==> src/rtl/sync_updown_counter.sv <==
// sync_updown_counter
// Parametrised synchronous up/down counter with modulus, parallel load with
// clamp, combinational terminal count and a registered overflow pulse.
// Optional feature macro: SYNC_CNT_SAT_EN -- when defined the counter
// saturates at its limits instead of wrapping (ovf still pulses on each
// attempted step past a limit).
module sync_updown_counter #(
   parameter int     WIDTH     = 3,
   parameter longint MODULUS   = 8,
   parameter longint RESET_VAL = 0
) (
   input  logic             clk,
   input  logic             rst,
   input  logic             en,
   input  logic             up,
   input  logic             load,
   input  logic [WIDTH-1:0] din,
   output logic [WIDTH-1:0] q,
   output logic             tc,
   output logic             ovf
);

   // MODULUS may be 2**WIDTH, so the limits are computed wide and then cut down.
   localparam logic [WIDTH-1:0] MAX_VAL = WIDTH'(MODULUS - 1);
   localparam logic [WIDTH-1:0] RST_VAL = WIDTH'(RESET_VAL);
   localparam logic [WIDTH-1:0] ONE     = WIDTH'(1);

   logic [WIDTH-1:0] r_q;
   logic             r_ovf;
   logic             w_at_max;
   logic             w_at_min;
   logic [WIDTH-1:0] w_load_val;

   // Limit detection and load clamping.
   always_comb begin
      w_at_max   = (r_q == MAX_VAL);
      w_at_min   = (r_q == '0);
      w_load_val = (din > MAX_VAL) ? MAX_VAL : din;
   end

   // Count state: rst > load > en > hold; ovf pulses only on a limit step.
   always_ff @(posedge clk) begin
      if (rst) begin
         r_q   <= RST_VAL;
         r_ovf <= 1'b0;
      end else if (load) begin
         r_q   <= w_load_val;
         r_ovf <= 1'b0;
      end else if (en) begin
         if (up) begin
            if (w_at_max) begin
`ifdef SYNC_CNT_SAT_EN
               r_q <= MAX_VAL;
`else
               r_q <= '0;
`endif
               r_ovf <= 1'b1;
            end else begin
               r_q   <= r_q + ONE;
               r_ovf <= 1'b0;
            end
         end else begin
            if (w_at_min) begin
`ifdef SYNC_CNT_SAT_EN
               r_q <= '0;
`else
               r_q <= MAX_VAL;
`endif
               r_ovf <= 1'b1;
            end else begin
               r_q   <= r_q - ONE;
               r_ovf <= 1'b0;
            end
         end
      end else begin
         r_ovf <= 1'b0;
      end
   end

   // Terminal count is zero-latency so it can enable the next cascaded stage.
   always_comb begin
      tc = en & ~load & (up ? w_at_max : w_at_min);
   end

   assign q   = r_q;
   assign ovf = r_ovf;

endmodule

==> config.mk <==
export PLATFORM = sky130hd
export DESIGN_NAME = sync_updown_counter
export DESIGN_NICKNAME = d
export VERILOG_FILES = /design/src/rtl/sync_updown_counter.sv
export SDC_FILE = /design/constraint.sdc
export NUM_CORES = 1
export LEC_CHECK = 0
export CAP_MARGIN = 10
export CORE_AREA = 4 4 41 43
export DETAILED_ROUTE_END_ITERATION = 7
export DIE_AREA = 0 0 45 47
export MAX_ROUTING_LAYER = met4
export PLACE_DENSITY = 0.56
export SYNTH_ARGS = -nofsm -noshare
export SYNTH_HDL_FRONTEND = slang
export SYNTH_SLANG_ARGS = --single-unit
==> constraint.sdc <==
create_clock -name clk -period 1.3 [get_ports clk]
set_input_delay 0.325 -clock clk [delete_from_list [all_inputs] [get_ports clk]]
set_output_delay 0.325 -clock clk [all_outputs]
set_load 0.05 [all_outputs]
Word level (Yosys, flattened, before mapping)
Index checks and enable logic that the tools add are counted.
W data, S select, Z words.
{ "totals": {"register_bits": 4, "inputBits": 8, "wordCells": 23} }
{ "op_classes": {"addsub": 2, "order_cmp": 1, "eq_ne": 1, "n_mux": 10, "bitwise": 4, "n_reduce_logical": 3} }
{ "op_table": {"columns": ["cell", "n"], "rows": [
  ["$mux W3", 6],
  ["$mux W1", 4],
  ["$add A3 B1 Y3 const B", 1],
  ["$eq A3 B3 Y1 const B", 1],
  ["$gt A3 B3 Y1 const B", 1],
  ["$logic_not A3 Y1", 1],
  ["$reduce_or A3 Y1", 1],
  ["$sub A3 B1 Y3 const B", 1],
  ["$and A1 B1 Y1", 2],
  ["$not A1 Y1", 2],
  ["$reduce_bool A2 Y1", 1]
]} }

Longest topological paths before layout
Gate-level depths: netlist of run 1.
{ "depth": {"word_depth": 5, "mapped_depth": 5, "depth_no_buf": 5} }

Least setup slack after synthesis of run 1
OpenSTA, ideal clock, no wires.
{ "synth_timing": {"path_kind": "flip-flop to output port", "from": "register r_q[0], in the netlist q[0]", "to": "output tc", "arrival_time_ps": 1672, "t_required_ps": 975, "setup_slack_ps": -697, "path_stages_with_launch": 5, "path_buffers": 0, "cell_sequence": "dfxtp_1 inv_1 ha_1 or3b_1 a21oi_2"} }
{ "synth_via": {"elab_chain_cells": 3} }
{ "synth_rtl": {"columns": ["item", "line_no", "text"], "rows": [
  ["start: declaration", "28", "logic [WIDTH-1:0] r_q;"],
  ["start signal: assignment", "47", "r_q <= w_load_val;"],
  ["start signal: assignment", "59", "r_q <= r_q + ONE;"],
  ["start signal: assignment", "71", "r_q <= r_q - ONE;"],
  ["$eq A3 B3 Y1 / $logic_not A3 Y1 (equally long branches)", "36, 37", null],
  ["$mux W1 *", "82", "tc = en & ~load & (up ? w_at_max : w_at_min);"],
  ["$and A1 B1 Y1 *", "82", null],
  ["end: declaration", "19", "output logic tc,"]
]} }
Mark *: on every way between the ends. The rest lies on a longest branch, timed or not.

Worst setup path after layout of run 1
Ends and elaborated chain as after synthesis.

==> flow_metrics.env, run 1 <==
export IMPL_grt_setup_unrepaired="true"
export IMPL_cts_htree_levels=1
export IMPL_path_clk_slew_ps=50
export IMPL_synthesis_area_um2=299
export IMPL_p_sw_share_pct=33.9
export IMPL_post_route_min_period_ps=1840
export IMPL_clockBufferDepth=2
export IMPL_slew_viol_final=0
export IMPL_critPathMaxStageDelay_ps=390
export IMPL_combPwrFrac_pct=47.5
export IMPL_synthMuxAreaShare_pct=0
export IMPL_vias=395
export IMPL_cp_end_kind="primary output"
export IMPL_hold_end="q[2]"
export IMPL_timing_final_crit_share_pct=142
export IMPL_synth_xor_area_share_pct=0
export IMPL_setup_ws_ps=-542
export IMPL_ys_warn_count=0
export IMPL_cp_arrival_ps=1520
export IMPL_routed_wirelength_mm=1.18
export IMPL_p_clk_share_pct=28.5
export IMPL_drtIter0Drc=2
export IMPL_p_total_uw=606
export IMPL_drive_above_1_share_pct=69.1
export IMPL_drc=0
export IMPL_nNetsFinal=82
export IMPL_ff2ff_path_depth=6
export IMPL_ios=13
export IMPL_p_switching_uw=205
export IMPL_cts_root_buf="clkbuf_4"
export IMPL_finalHoldViolCount=0
export IMPL_placed_cells=77
export IMPL_syn_area_per_cell_um2=8.31
export IMPL_cp_start_kind="register"
export IMPL_insertion_delay_ps=250
export IMPL_dr_pass1_iters=4
export IMPL_r2r_slack_ps=-120
export IMPL_grt_first_pass_wirelength_mm=1.53
export IMPL_synth_seq_cells=4
export IMPL_rr_startpoint="q[0]"
export IMPL_final_common_cell="buf_4"
export IMPL_grt_max_degree=7
export IMPL_synth_compound_area_share_pct=18.4
export IMPL_placed_area_um2=632
export IMPL_dp_final_hpwl_um=737
export IMPL_yosysSeqAreaShare_pct=26.8
export IMPL_ys_types=19
export IMPL_die_w_um=45
export IMPL_holdCritStartpoint="load"
export IMPL_vdd_ir_drop_max_mv=0.557
export IMPL_fin_util_pct=61.5
export IMPL_hold_buffers=0
export IMPL_grt_use_total_pct=10.6
export IMPL_crit_family="simple AND/OR/NAND/NOR gates"
export IMPL_cp_cell_sequence="inv_4 -> ha_4 -> or3b_4 -> a21oi_4 -> buf_12"
export IMPL_wl_per_cell_um=14.2
export IMPL_fmax_mhz=543
export IMPL_mostFrequentLayoutCells="buf_4 (12), buf_6 (6), clkdlybuf4s50_1 (5), buf_12 (5)"
export IMPL_synth_nets=48
export IMPL_seqPwrFrac_pct=23.9
export IMPL_p_leak_nw=0.345
export IMPL_gp_congestion=0.767
export IMPL_required_ps=980
export IMPL_setup_viol=6
export IMPL_synth_simple_area_share_pct=32.6
export IMPL_grt_pass1_vias=371
export IMPL_critPathBufInv=2
export IMPL_fillCellCount=109
export IMPL_diodes=0
export IMPL_min_path_cells=5
export IMPL_drv_cap=0
export IMPL_p_int_uw=401
export IMPL_ant_nets=0
export IMPL_viasPerCell=4.76
export IMPL_relSlewSlack_pct=86.2
export IMPL_layoutNonFillerInstCount=83
export IMPL_violations="negative setup slack"
export IMPL_portBuffers=12
export IMPL_fin_tns_setup_ps=-837
export IMPL_critPathSlowestCell="or3b_4"
export IMPL_fp_dieH_um=47
export IMPL_grt_overflow=0
export IMPL_cts_tree="yes"
export IMPL_syn_to_final_growth_pct=168
export IMPL_tightest_slew_ps=207
export IMPL_synth_fa_ha_area_share_pct=16.7
export IMPL_start_util_pct=23.0
export IMPL_r2r_end="q[0]"
export IMPL_clock_sinks=4
export IMPL_status="finished, violations left"
export IMPL_p_per_area_mw_per_mm2=757
export IMPL_antenna_found_initial=0
export IMPL_die_area_mm2=0.00212
export IMPL_synthCells=36
export IMPL_cp_max_fo=3
export IMPL_min_path_type="in -> reg"
export IMPL_finClkSkew_ps=7.06
export IMPL_finish_instance_area_um2=801
export IMPL_coreArea_mm2=0.00130
export IMPL_synth_top_family_by_area="simple AND/OR/NAND/NOR gates"
export IMPL_row_count=13
export IMPL_crit_type="reg -> out"
export IMPL_cts_buffers=3
==> metal layers <==
| layer | wire length [µm] | up-vias | GRT usage (%) |
|---|---|---|---|
| met5 | 0 | - | - |
| met4 | 16 | 0 | 5.26 |
| met3 | 60 | 3 | 2.30 |
| met2 | 628 | 10 | 16.9 |
| met1 | 471 | 191 | 12.4 |
| li1 | - | 191 | - |
==> final cells by class <==
cell class | count | area, µm² | share of cell area (%)
timing repair buffer | 30 | 333 | 41.6
tap | 15 | 18.8 | 2.34
multi-input combinational | 28 | 322 | 40.2
inverter | 3 | 16.3 | 2.03
sequential | 4 | 88.8 | 11.1
clock buffer | 3 | 22.5 | 2.81
==> power by group through the flow <==
stage          combinational (mW)  sequential [mW]  clock, mW
4_1_cts                     0.241            0.145      0.172
3_3_place_gp                0.224            0.147          0
5_1_grt                     0.304            0.146      0.180
2_1_floorplan              0.0685            0.176          0
6_report                    0.288            0.145      0.173
3_5_place_dp                0.225            0.147          0
==> worst register-to-register path, cell delays in order, from the launching register on <==
cell	delay (ps)
dfxtp_4	360
inv_4	60
ha_4	120
or3b_4	390
buf_4	150
and2_4	150
o22ai_4	100
==> stage by stage <==
stage / setup WS (ps) / hold slack, ps
3_3_place_gp: -482 / 601
2_1_floorplan: -345 / 411
5_1_grt: -574 / 601
4_1_cts: -514 / 626
6_report: -542 / 550
3_5_place_dp: -489 / 606
==> logic make-up (layout without fill, tap and decap cells) <==
logic type               count (synthesis)  count (layout)
AND/OR/NAND/NOR                         15              15
AO/OA/AOI/OAI                            9               9
adder cells (fa/ha/maj)                  4               4
buffers and inverters                    4              36
flip-flops                               4               4
==> worst max path at each step <==
stage | startpoint | to | slack (ps) | cells past startpoint
after global routing | q[0] | tc | -570 | 5
after CTS | q[1] | tc | -510 | 5
after global placement | up | tc | -480 | 4
after floorplan | q[1] | tc | -350 | 4
final | q[0] | tc | -540 | 5
after detailed placement | up | tc | -490 | 4
==> cell usage after synthesis <==
master / count / area, µm²
a21oi_1: 4 / 20.0
dfxtp_1: 4 / 80.1
ha_1: 4 / 50.1
inv_1: 3 / 11.3
nand2_1: 3 / 11.3
nor3b_1: 3 / 22.5
nand2b_1: 2 / 12.5
o22ai_1: 2 / 12.5
a21oi_2: 1 / 8.76
and2_1: 1 / 6.26
and2b_1: 1 / 7.51
and3_1: 1 / 6.26
buf_2: 1 / 5.00
nor2_1: 1 / 3.75
nor3b_2: 1 / 12.5
o21ai_0: 1 / 5.00
o32ai_1: 1 / 8.76
or3_1: 1 / 6.26
or3b_1: 1 / 8.76
==> timing repair <==
| action | in CTS | in global routing |
|---|---|---|
| buffers inserted | 2 | 3 |
| pin swaps | 2 | 1 |
| endpoints found under the hold margin | 0 | 0 |
| resized for setup | 6 | 21 |
| setup endpoints to repair | 4 | 6 |
==> state kept, by name, summed over array words and instances (netlist names) <==
name and count:
q 3, ovf 1
No activity file was read; power rests on OpenSTA's default activity.
==> run 2, diff against run 1 <==
--- a/config.mk
+++ b/config.mk
@@ -6,4 +6,5 @@
 export NUM_CORES = 1
 export LEC_CHECK = 0
+export ABC_AREA = 1
 export CAP_MARGIN = 10
 export CORE_AREA = 4 4 41 43
@@ -12,4 +13,5 @@
 export MAX_ROUTING_LAYER = met4
 export PLACE_DENSITY = 0.56
+export SETUP_SLACK_MARGIN = 0.1
 export SYNTH_ARGS = -nofsm -noshare
 export SYNTH_HDL_FRONTEND = slang
==> constraint.sdc (replaced) <==
create_clock -name clk -period 1.3 [get_ports clk]
set_input_delay 0.325 -clock clk [delete_from_list [all_inputs] [get_ports clk]]
set_output_delay 0.325 -clock clk [all_outputs]
set_load 0.01 [all_outputs]
==> flow_metrics.env, run 2 <==
export IMPL_synth_nets=55
export IMPL_antenna_found_initial=0
export IMPL_synth_edf_count=0
export IMPL_p_int_uw=380
export IMPL_relSlewSlack_pct=83.8
export IMPL_fin_tns_setup_ps=-330
export IMPL_finClkSkew_ps=4.70
export IMPL_r2r_end="q[1]"
export IMPL_fp_dieH_um=47
export IMPL_ios=13
export IMPL_yosysSeqAreaShare_pct=26.8
export IMPL_combPwrFrac_pct=45.5
export IMPL_setup_viol=2
export IMPL_r2r_slack_ps=-50
export IMPL_p_total_uw=533
export IMPL_yosysTopAreaCell="dfxtp_1"
export IMPL_setup_ws_ps=-278
export IMPL_gp_congestion=0.788
export IMPL_die_area_mm2=0.00212
export IMPL_cp_end_kind="primary output"
export IMPL_grt_first_pass_wirelength_mm=1.51
export IMPL_drv_cap=0
export IMPL_layoutNonFillerInstCount=93
export IMPL_coreArea_mm2=0.00130
export IMPL_synthFlopType="dfxtp_1"
export IMPL_synthCells=43
export IMPL_hold_end="q[1]"
export IMPL_dp_final_hpwl_um=641
export IMPL_finalHoldViolCount=0
export IMPL_diodes=0
export IMPL_routed_wirelength_um=893
export IMPL_synth_seq_cells=4
export IMPL_p_clk_share_pct=27.6
export IMPL_wl_per_cell_um=9.60
export IMPL_crit_type="reg -> out"
export IMPL_grt_setup_unrepaired="true"
export IMPL_cts_htree_levels=1
export IMPL_synthesis_area_um2=299
export IMPL_ys_warn_count=0
export IMPL_ff2ff_path_depth=10
export IMPL_p_switching_uw=153
export IMPL_grt_overflow=0
export IMPL_syn_to_final_growth_pct=149
export IMPL_min_path_cells=4
export IMPL_die_w_um=45
export IMPL_rr_startpoint="q[1]"
export IMPL_grt_use_total_pct=10.3
export IMPL_nNetsFinal=92
export IMPL_grt_max_degree=5
export IMPL_p_per_area_mw_per_mm2=717
export IMPL_synthMostInstantiatedCell="nand2_1"
export IMPL_cts_tree="yes"
export IMPL_viasPerCell=4.17
export IMPL_drc=0
export IMPL_slew_viol_final=0
export IMPL_cp_arrival_ps=1250
export IMPL_path_clk_slew_ps=40
export IMPL_mostFrequentLayoutCells="buf_4 (16), buf_6 (8), nand2_1 (5), clkdlybuf4s50_1 (5)"
export IMPL_insertion_delay_ps=230
export IMPL_portBuffers=12
export IMPL_vdd_ir_drop_max_mv=0.504
export IMPL_fin_util_pct=57.1
export IMPL_cts_buffers=3
export IMPL_required_ps=980
export IMPL_whs_ps=666
export IMPL_timing_final_crit_share_pct=121
export IMPL_hold_buffers=0
export IMPL_grt_pass1_vias=383
export IMPL_post_route_min_period_ps=1580
export IMPL_ys_types=14
export IMPL_vias=388
export IMPL_placed_cells=83
export IMPL_clockBufferDepth=2
export IMPL_p_sw_share_pct=28.7
export IMPL_p_leak_nw=0.333
export IMPL_synth_top_area_share_pct=26.8
export IMPL_clock_sinks=4
export IMPL_fmax_mhz=634
export IMPL_final_common_cell="buf_4"
export IMPL_async_reset_ff_share_pct=0
export IMPL_cp_max_fo=3
export IMPL_placed_area_um2=546
export IMPL_status="finished, violations left"
export IMPL_drive_above_1_share_pct=67.9
export IMPL_tightest_slew_ps=242
export IMPL_min_path_type="in -> reg"
export IMPL_fillCellCount=121
export IMPL_synth_area_leaders="dfxtp_1 (27%), ha_1 (17%), nand2_1 (10%)"
export IMPL_cp_start_kind="register"
export IMPL_drtIter0Drc=8
export IMPL_start_util_pct=23.0
export IMPL_finish_instance_area_um2=743
export IMPL_preCtsSetupSlack_ps=-673
export IMPL_seqPwrFrac_pct=27.0
export IMPL_row_count=13
export IMPL_ant_nets=0
export IMPL_synth_commonest_cells="nand2_1 (8), inv_1 (6), nor2_1 (5)"
export IMPL_cts_root_buf="clkbuf_4"
export IMPL_syn_area_per_cell_um2=6.95
export IMPL_dr_pass1_iters=4
export IMPL_holdCritStartpoint="en"
export IMPL_largest_register_ffs=3
export IMPL_violations="negative setup slack"
-- run 2: cell types whose count changed in the layout (fill, tap and decap cells not counted), sizes merged, moves of 2 or more --
| cell | delta |
|---|---|
| nor2 | +7 |
| nor3b | -4 |
| a21oi | -2 |
| o22ai | -2 |
| a22oi | +3 |
| nand2 | +5 |
| dlymetal6s2s | -2 |
| inv | +5 |
| nand2b | -2 |
| dlygate4sd2 | +3 |
-- run 2: logic make-up (layout without fill, tap and decap cells) --
| kind of cell | after synthesis | count (layout) | synth area share [%] |
|---|---|---|---|
| AOI/OAI and AO/OA | 8 | 8 | 15.9 |
| xor gates and xnor gates | 1 | 1 | 2.93 |
| adders and majority gates | 4 | 4 | 16.7 |
| buffers and inverters | 8 | 43 | 10.0 |
| DFF | 4 | 4 | 26.8 |
| and+or+nand+nor | 18 | 18 | 27.6 |
-- run 2: power groups by stage --
stage / clock network (mW) / registers (mW) / logic, mW
after floorplan: 0 / 0.146 / 0.0609
after global placement: 0 / 0.141 / 0.158
after detailed placement: 0 / 0.141 / 0.158
after CTS: 0.154 / 0.141 / 0.221
after global routing: 0.167 / 0.146 / 0.267
final: 0.147 / 0.144 / 0.242
-- run 2: metal layers --
| metal | wire length, µm | share of wire [%] | GRT usage (%) |
|---|---|---|---|
| met1 | 382 | 43 | 11.6 |
| met4 | 0 | 0 | 3.51 |
| met5 | 0 | 0 | - |
| met2 | 430 | 48 | 15.5 |
| met3 | 80 | 9.0 | 5.36 |
-- run 2: how the worst max path moves through the flow --
stage	from	to	slack (ps)	cells after the start
after CTS	q[1]	tc	-320	9
final	q[0]	tc	-280	7
after global placement	en	tc	-660	6
after detailed placement	en	tc	-670	6
after global routing	q[1]	tc	-340	9
after floorplan	q[0]	tc	40	6
-- run 2: layout make-up --
class | instances | area [µm²] | area share [%]
sequential | 4 | 91.3 | 12.3
inverter | 8 | 35.0 | 4.71
clock buffer | 3 | 22.5 | 3.03
multi-input combinational | 31 | 289 | 38.9
tap | 15 | 18.8 | 2.53
timing repair buffer | 32 | 287 | 38.6
-- run 2: repair_timing --
item,4_1_cts,5_1_grt
setup buffers,11,1
pin swaps,13,11
endpoints found under the setup margin,8,6
gates resized for setup,42,15
-- run 2: critical path, stage by stage (launching register included) --
cell and delay, ps:
dfxtp_4 360, ha_4 170, ha_4 150, nand2_1 80, nand2_2 60, inv_2 70, nor2_4 30, buf_6 110
